--- config.mk ---
export PLATFORM = sky130hd
export DESIGN_NAME = pipe_hazard_ctrl
export DESIGN_NICKNAME = d
export VERILOG_FILES = /design/src/rtl/pipe_hazard_ctrl.sv
export SDC_FILE = /design/constraint.sdc
export NUM_CORES = 1
export LEC_CHECK = 0
export CAP_MARGIN = 20
export CORE_MARGIN = 2
export CORE_UTILIZATION = 30
export DETAILED_ROUTE_END_ITERATION = 10
export PLACE_DENSITY = 0.78
export SLEW_MARGIN = 0
export SYNTH_ARGS = -nofsm -noshare
export SYNTH_HDL_FRONTEND = slang
export SYNTH_SLANG_ARGS = --single-unit
--- constraint.sdc ---
create_clock -name clk -period 5.2 [get_ports clk]
set_input_delay 1.04 -clock clk [delete_from_list [all_inputs] [get_ports clk]]
set_output_delay 1.04 -clock clk [all_outputs]
set_load 0.1 [all_outputs]
--- src/rtl/pipe_hazard_ctrl.sv ---
`default_nettype none
// ============================================================================
// Module      : pipe_hazard_ctrl
// Description : Hazard/stall controller for a 5-stage MIPS pipeline with an
//               MDU busy tracker and multi-cycle branch flush window.
//               Optional perf counters via HAZARD_PERF_CNT_EN.
// Revision    : 1.0 - initial release
// ============================================================================
module pipe_hazard_ctrl #(
    parameter int MDU_LAT  = 4,
    parameter int BR_FLUSH = 1,
    parameter int RAW      = 5
) (
    input  logic           clk,
    input  logic           rst,
    input  logic [RAW-1:0] id_rs,
    input  logic [RAW-1:0] id_rt,
    input  logic           id_uses_rs,
    input  logic           id_uses_rt,
    input  logic           id_is_mdu,
    input  logic           id_mdu_rd,
    input  logic           ex_memread,
    input  logic [RAW-1:0] ex_rd,
    input  logic           br_taken,
    output logic           pc_en,
    output logic           ifid_en,
    output logic           ifid_flush,
    output logic           idex_flush,
    output logic           mdu_busy,
    output logic           stall
`ifdef HAZARD_PERF_CNT_EN
    ,
    output logic [31:0]    stall_cnt,
    output logic [31:0]    flush_cnt_o
`endif
);

    localparam logic [3:0] c_mdu_lat   = 4'(MDU_LAT);
    localparam logic [1:0] c_br_reload = 2'(BR_FLUSH - 1);

    logic [3:0] r_mdu_cnt;
    logic [1:0] r_flush_cnt;

    logic w_lu_haz;
    logic w_mdu_haz;
    logic w_flush;
    logic w_hazard;
    logic w_issue;

    assign mdu_busy  = (r_mdu_cnt != 4'd0);
    assign w_lu_haz  = ex_memread && (ex_rd != '0) &&
                       ((id_uses_rs && (id_rs == ex_rd)) ||
                        (id_uses_rt && (id_rt == ex_rd)));
    assign w_mdu_haz = mdu_busy && (id_is_mdu || id_mdu_rd);
    assign w_flush   = br_taken || (r_flush_cnt != 2'd0);
    assign w_hazard  = w_lu_haz || w_mdu_haz;
    // A killed or stalled MDU op must not start the latency counter.
    assign w_issue   = id_is_mdu && !w_flush && !w_hazard;

    // Reset forces idle outputs even while hazard-looking inputs are present.
    always_comb begin
        pc_en      = 1'b1;
        ifid_en    = 1'b1;
        ifid_flush = 1'b0;
        idex_flush = 1'b0;
        stall      = 1'b0;
        if (!rst) begin
            if (w_flush) begin
                ifid_flush = 1'b1;
                idex_flush = 1'b1;
            end else if (w_hazard) begin
                pc_en      = 1'b0;
                ifid_en    = 1'b0;
                idex_flush = 1'b1;
                stall      = 1'b1;
            end
        end
    end

    always_ff @(posedge clk or posedge rst) begin
        if (rst) begin
            r_flush_cnt <= 2'd0;
        end else if (br_taken) begin
            r_flush_cnt <= c_br_reload;
        end else if (r_flush_cnt != 2'd0) begin
            r_flush_cnt <= r_flush_cnt - 2'd1;
        end
    end

    always_ff @(posedge clk or posedge rst) begin
        if (rst) begin
            r_mdu_cnt <= 4'd0;
        end else if (w_issue) begin
            r_mdu_cnt <= c_mdu_lat;
        end else if (r_mdu_cnt != 4'd0) begin
            r_mdu_cnt <= r_mdu_cnt - 4'd1;
        end
    end

`ifdef HAZARD_PERF_CNT_EN
    always_ff @(posedge clk or posedge rst) begin
        if (rst) begin
            stall_cnt   <= 32'd0;
            flush_cnt_o <= 32'd0;
        end else begin
            if (stall) begin
                stall_cnt <= stall_cnt + 32'd1;
            end
            if (ifid_flush) begin
                flush_cnt_o <= flush_cnt_o + 32'd1;
            end
        end
    end
`endif

endmodule
`default_nettype wire

==> results.tsv, run 1 <==
stage	metric	value	unit
floorplan	start_util	32.7	%
cells_and_area	n_antenna_cell	0	
global_route	antenna_found_initial	0	
detailed_routing	drc_errors	0	
cells_and_area	multiInputGateArea	324	um2
sta	fin_crit_sh	75.0	%
yosys	synth_top_area_cell	dfrtp_1	
yosys	synthTopCellsByArea	dfrtp_1 (30%), xnor2_1 (17%), ha_1 (7.4%), inv_1 (4.5%), nand2_1 (4.5%)	
global_route	grt_most_used_layer	met2	
worst_setup_path	crit_type	in2out	
yosys	synth_nets	86	
sta	hold_viol_final	0	
cells_and_area	n_fill_cell	154	
yosys	ys_warn_count	0	
worst_setup_path	start_kind	input port	
sta	timing.fmax	257	MHz
detailed_routing	avgRoutedWirePerCell	10.1	um
power_and_ir_drop	power.sequential.fraction	24.6	%
worst_setup_path	required	4.16	ns
yosys	postSynthAreaPerCell	8.40	um2
worst_setup_path	cp.arrival	2.86	ns
place	gp_congestion	0.703	
clock_network	cts_sinks	6	
power_and_ir_drop	leakage	0.336	nW
sta	tns	0	ns
worst_setup_path	crit_fanout	4	
yosys	yosys.area.top_type_share	29.8	%
power_and_ir_drop	p_per_area	422	mW/mm2
yosys	syn_inst	60	
place	port_buffers	28	
clock_network	clock_latency	0.24	ns
sta	setup_viol	0	
detailed_routing	antenna_left	0	
sta	slew_headroom	35.3	%
global_route	grtUsageMet2	20.9	%
global_route	grt_pass1_wl	1610	um
global_route	grt_use_met3	5.60	%
detailed_routing	vias	494	
power_and_ir_drop	p_sw	0.000167	W
floorplan	die_h	45.0	um
yosys	netlist-cell-type-count	25	
power_and_ir_drop	p_clk_share	12.2	%
sta	hold_slack	0.516	ns
clock_network	cts-hold-fix-buffers	0	
cells_and_area	seq_area	150	um2
place	dp_hpwl	947	um
power_and_ir_drop	ir_worst_vdd	0.000183	V
clock_network	ctsResizeCount	0	
sta	period_minus_slack	3.90	ns
worst_setup_path	endpoint_kind	output port	
floorplan	core-area	0.00154	mm2
detailed_routing	dr.pass1.iters	4	
sta	fin_skew	0.00190	ns
cells_and_area	drive_above_1_share	8.89	%
sta	rsz0062_at_grt	no	
cells_and_area	layout_commonest_cell	clkdlybuf4s50_1	
run	drv_cap	0	
clock_network	postCtsSetupBuffers	0	
floorplan	die_w	45.0	um
clock_network	path_clk_slew	0.04	ns
yosys	yosys_register_bits	6	
min_path	min_path_type	reg2reg	
floorplan	dieArea	0.00202	mm2
floorplan	fp-row-count	14	
power_and_ir_drop	p_int	0.000175	W
detailed_routing	drt_iter0_drc	5	
power_and_ir_drop	swShare	48.8	%
cells_and_area	area_growth	60.5	%
run_status	status	finished, final reports clean	
global_route	track_usage	11.0	%
yosys	seq_area_frac_synth	29.8	%
detailed_routing	vias_per_cell	4.66	
global_route	grt_max_degree	7	
global_route	grt_pass1_vias	465	
yosys	syn_area	504	um2
clock_network	cts_tree	done	
sta	slew_viol_final	0	
detailed_routing	routed_wl	1070	um
global_route	grt_use_met1	10.0	%
cells_and_area	final_cell_mix	clkdlybuf4s50_1 (24), xnor2_1 (10), inv_1 (6), nand2_1 (6), dfrtp_1 (6)	
global_route	overflow	0	
clock_network	clockRootBuffer	clkbuf_4	
power_and_ir_drop	share_comb_of_total_power	63.2	%
clock_network	cts_buffers	3	
floorplan	boundaryPins	29	
clock_network	htreeDepth	1	
sta	tightestPinTransition	0.968	ns
clock_network	cts_buffer_depth	2	
cells_and_area	finalNetCount	118	
-- cell usage after synthesis --
cell type and instances:
nand2_1 6, buf_4 1, inv_1 6, or4_1 1, o21a_1 1, dfrtp_1 6
xnor2_1 10, nor3b_1 1, o22ai_1 1, or3_1 1, o21ai_0 2, a211oi_1 1
mux2_1 1, a31oi_1 1, nor3_1 1, a211o_1 1, xor2_1 2, nor2b_1 1
nand4_1 2, a21oi_2 1, a21oi_1 3, nor2_1 5, nand2b_1 1, a21o_1 1
ha_1 3
-- per-layer routing --
layer  share of wire [%]  wire [um]
met5                   0          0
met4                0.75          8
met3                 9.2         99
met2                  52        557
met1                  38        406
-- through the flow --
step                total power (W)  cells  setup WS [ns]  util, %  cell area, um2
floorplan                  0.000248     60          0.188        -             504
global placement           0.000295    103           1.30     51.1             787
detailed placement         0.000301    103           1.29     51.1             787
CTS                        0.000346    106           1.29     52.5             810
global route               0.000371    106           1.20     52.5             810
finish                     0.000341    106           1.30     52.5             810
-- kinds of logic (layout without fill, tap and decap cells) --
group,after synthesis,in the layout,share of synthesized area [%]
muxes,1,1,2.23
xor gates and xnor gates,12,12,20.8
DFF,6,6,29.8
AOI/OAI and AO/OA,12,12,15.4
adders and majority gates,3,3,7.44
buffers and inverters,7,37,5.96
and+or+nand+nor,19,19,18.4
-- flip-flops by register name, summed over array words and instances (netlist names) --
register,flops
r_flush_cnt,2
r_mdu_cnt,4
-- power groups by stage --
| stage | clock network, W | registers, W | logic [W] |
|---|---|---|---|
| after global placement | 0 | 0.0000831 | 0.000212 |
| after detailed placement | 0 | 0.0000839 | 0.000217 |
| final | 0.0000416 | 0.0000841 | 0.000216 |
| after floorplan | 0 | 0.0000803 | 0.000168 |
| after global routing | 0.0000498 | 0.0000855 | 0.000236 |
| after CTS | 0.0000436 | 0.0000838 | 0.000218 |
-- area by class of cell --
| type | instances | share of cell area [%] |
|---|---|---|
| multi-input cells | 47 | 40.0 |
| clock buffers | 3 | 2.78 |
| well taps | 16 | 2.47 |
| repair buffers | 28 | 33.4 |
| inverters | 6 | 2.78 |
| flip-flops and latches | 6 | 18.5 |
-- worst paths after layout --
| check | slack, ns | start | end | cells after the start |
|---|---|---|---|---|
| min in group asynchronous | 1.13 | rst | r_flush_cnt[0] | 2 |
| min reg2reg | 0.52 | r_mdu_cnt[3] | r_mdu_cnt[3] | 1 |
| max | 1.30 | br_taken | ifid_flush | 4 |
| min | 0.52 | r_mdu_cnt[3] | r_mdu_cnt[3] | 1 |
| max in group asynchronous | 3.88 | rst | r_mdu_cnt[0] | 2 |
| max reg2reg | 3.40 | r_mdu_cnt[0] | r_mdu_cnt[2] | 5 |
-- critical path, stage by stage --
cell and delay, ns:
clkdlybuf4s50_1 0.51, nor2b_1 0.09, nor2_1 0.08, clkdlybuf4s50_1 1.14
(Power assumes the default switching activity.)
==> run 2: changes to the inputs <==
- PLACE_DENSITY: 0.78 -> 0.8
- clock period: 5.2 -> 3.5 ns (I/O delays scaled with it)
==> run 2 against run 1 <==
Via count grew 3.8%; setup slack lost 1.0 ns; critical path depth grew 3; clock skew grew 0.00080 ns.
==> results.tsv, run 2 (synthesis results as in run 1) <==
stage	metric	value	unit	change
clock_network	clock_latency	0.24	ns	about the same
worst_setup_path	endpoint_kind	output port		unchanged
cells_and_area	drive_above_1_share	15.6	%	was 8.89%
worst_setup_path	critPathSlowestCell	clkdlybuf4s50_1		unchanged
global_route	grt_pass1_wl	1910	um	was 1610 um
cells_and_area	final_cell_mix	clkdlybuf4s50_1 (22), xnor2_1 (10), nand2_1 (6), dfrtp_1 (6)		was clkdlybuf4s50_1 (24), xnor2_1 (10), inv_1 (6), nand2_1 (6), dfrtp_1 (6)
sta	hold_viol_final	0		unchanged
power_and_ir_drop	swShare	48.7	%	was 48.8%
global_route	overflow	0		unchanged
worst_setup_path	start_kind	input port		unchanged
place	port_buffers	28		unchanged
place	dp_hpwl	1000	um	was 947 um
sta	rsz0062_at_grt	no		unchanged
cells_and_area	top_register	r_mdu_cnt		unchanged
sta	slew_headroom	50.7	%	was 35.3%
min_path	min_path_type	reg2reg		unchanged
detailed_routing	vias_per_cell	4.84		was 4.66
sta	tightestPinTransition	0.732	ns	was 0.968 ns
sta	setup_viol	0		unchanged
detailed_routing	dr.pass1.iters	4		unchanged
power_and_ir_drop	power.sequential.fraction	22.4	%	was 24.6%
sta	slew_viol_final	0		unchanged
cells_and_area	n_antenna_cell	0		unchanged
global_route	track_usage	13.0	%	was 11.0%
run	drv_cap	0		unchanged
sta	timing.fmax	311	MHz	
clock_network	cts_sinks	6		unchanged
clock_network	cts_buffer_depth	2		unchanged
worst_setup_path	cp.arrival	2.51	ns	was 2.86 ns
floorplan	dieArea	0.00202	mm2	unchanged
place	gp_congestion	0.727		was 0.703
floorplan	die_h	45.0	um	unchanged
power_and_ir_drop	leakage	0.360	nW	was 0.336 nW
detailed_routing	routed_wl	1170	um	was 1070 um
clock_network	postCtsSetupBuffers	0		unchanged
worst_setup_path	critPathMaxStageDelay	0.53	ns	was 1.14 ns
sta	fin_crit_sh	91.8	%	
clock_network	ctsResizeCount	0		unchanged
worst_setup_path	crit_fanout	3		was 4
global_route	grt_max_degree	7		unchanged
global_route	antenna_found_initial	0		unchanged
run_status	status	finished, final reports clean		unchanged
detailed_routing	avgRoutedWirePerCell	11.1	um	was 10.1 um
worst_setup_path	required	2.80	ns	was 4.16 ns
floorplan	core-area	0.00154	mm2	unchanged
power_and_ir_drop	p_clk_share	11.9	%	was 12.2%
floorplan	die_w	45.0	um	unchanged
detailed_routing	drt_iter0_drc	3		was 5
cells_and_area	final_cell_count_no_fill	106		unchanged
cells_and_area	finalNetCount	118		unchanged
place	place_area	861	um2	was 787 um2
cells_and_area	reg_top3	r_mdu_cnt: 4 flops, r_flush_cnt: 2 flops		unchanged
cells_and_area	largest_reg_flops	4		unchanged
worst_setup_path	crit_type	in2out		unchanged
sta	hold_slack	0.506	ns	was 0.516 ns
floorplan	fp-row-count	14		unchanged
sta	period_minus_slack	3.21	ns	
detailed_routing	vias	513		was 494
power_and_ir_drop	total_power	0.000549	W	was 0.000341 W
sta	fin_skew	0.00271	ns	was 0.00190 ns
cells_and_area	layout_commonest_cell	clkdlybuf4s50_1		unchanged
power_and_ir_drop	p_sw	0.000267	W	was 0.000167 W
floorplan	boundaryPins	29		unchanged
clock_network	cts_buffers	3		unchanged
clock_network	path_clk_slew	0.05	ns	was 0.04 ns
cells_and_area	final_area	883	um2	was 810 um2
place	dp.cells	103		unchanged
power_and_ir_drop	ir_worst_vdd	0.000232	V	was 0.000183 V
clock_network	clockRootBuffer	clkbuf_4		unchanged
clock_network	cts-hold-fix-buffers	0		unchanged
detailed_routing	drc_errors	0		unchanged
global_route	grt_pass1_vias	521		was 465
sta	tns	0	ns	unchanged
floorplan	start_util	32.7	%	unchanged
clock_network	cts_tree	done		unchanged
clock_network	htreeDepth	1		unchanged
detailed_routing	antenna_left	0		unchanged
power_and_ir_drop	p_per_area	621	mW/mm2	was 422 mW/mm2
power_and_ir_drop	p_int	0.000282	W	was 0.000175 W
worst_setup_path	path_cells	clkdlybuf4s50_1, xnor2_1, nand4_1, o22ai_1, nand2_1, a211o_2, buf_12		was clkdlybuf4s50_1, nor2b_1, nor2_1, clkdlybuf4s50_1
power_and_ir_drop	share_comb_of_total_power	65.6	%	was 63.2%
cells_and_area	area_growth	75.2	%	was 60.5%
[run 2: final timing paths]
kind,start,endpoint,slack (ns),depth (start not counted)
min in group asynchronous,rst,r_flush_cnt[1],0.89,2
max in group asynchronous,rst,r_mdu_cnt[3],2.41,2
setup / recovery,ex_rd[4],ifid_en,0.29,7
setup reg to reg,r_mdu_cnt[0],r_mdu_cnt[2],1.76,5
hold / removal,r_mdu_cnt[3],r_mdu_cnt[3],0.51,1
hold reg to reg,r_mdu_cnt[3],r_mdu_cnt[3],0.51,1
[run 2: worst max-delay path, delay by kind of cell]
kind                      cells  cell delay (ns)
and+or+nand+nor               2             0.30
AOI/OAI and AO/OA             2             0.66
buffers and inverters         2             0.71
xor gates and xnor gates      1             0.13
[run 2: through the flow]
step | setup WS, ns | util [%]
detailed placement | 0.269 | 55.8
CTS | 0.263 | 57.3
finish | 0.288 | 57.3
global route | 0.163 | 57.3
floorplan | 0.138 | -
global placement | 0.287 | 55.8
[run 2: layout make-up]
class / instances / area, um2
sequential: 6 / 150
clock buffer: 3 / 22.5
timing repair buffer: 28 / 315
fill: 150 / 658
multi-input combinational: 47 / 353
tap: 16 / 20.0
inverter: 6 / 22.5
[run 2: power groups by stage]
stage / Sequential [W] / Combinational [W] / Clock [W]
final: 0.000123 / 0.000360 / 0.0000654
after global routing: 0.000125 / 0.000392 / 0.0000714
after CTS: 0.000123 / 0.000366 / 0.0000666
after detailed placement: 0.000124 / 0.000360 / 0
after global placement: 0.000123 / 0.000349 / 0
after floorplan: 0.000119 / 0.000262 / 0
[run 2: routing by layer]
metal  global-route usage, %  vias up  wire (um)
met3                    1.20        2         77
li1                        -      264          -
met5                       0        -          0
met2                    26.0       18        624
met4                    7.06        0         14
met1                    12.6      229        456
==> run 3: changes to the inputs <==
- CAP_MARGIN: 20 -> unset
==> results of run 3 <==
No change in the layout: final DEF, timing and power equal those of run 2.
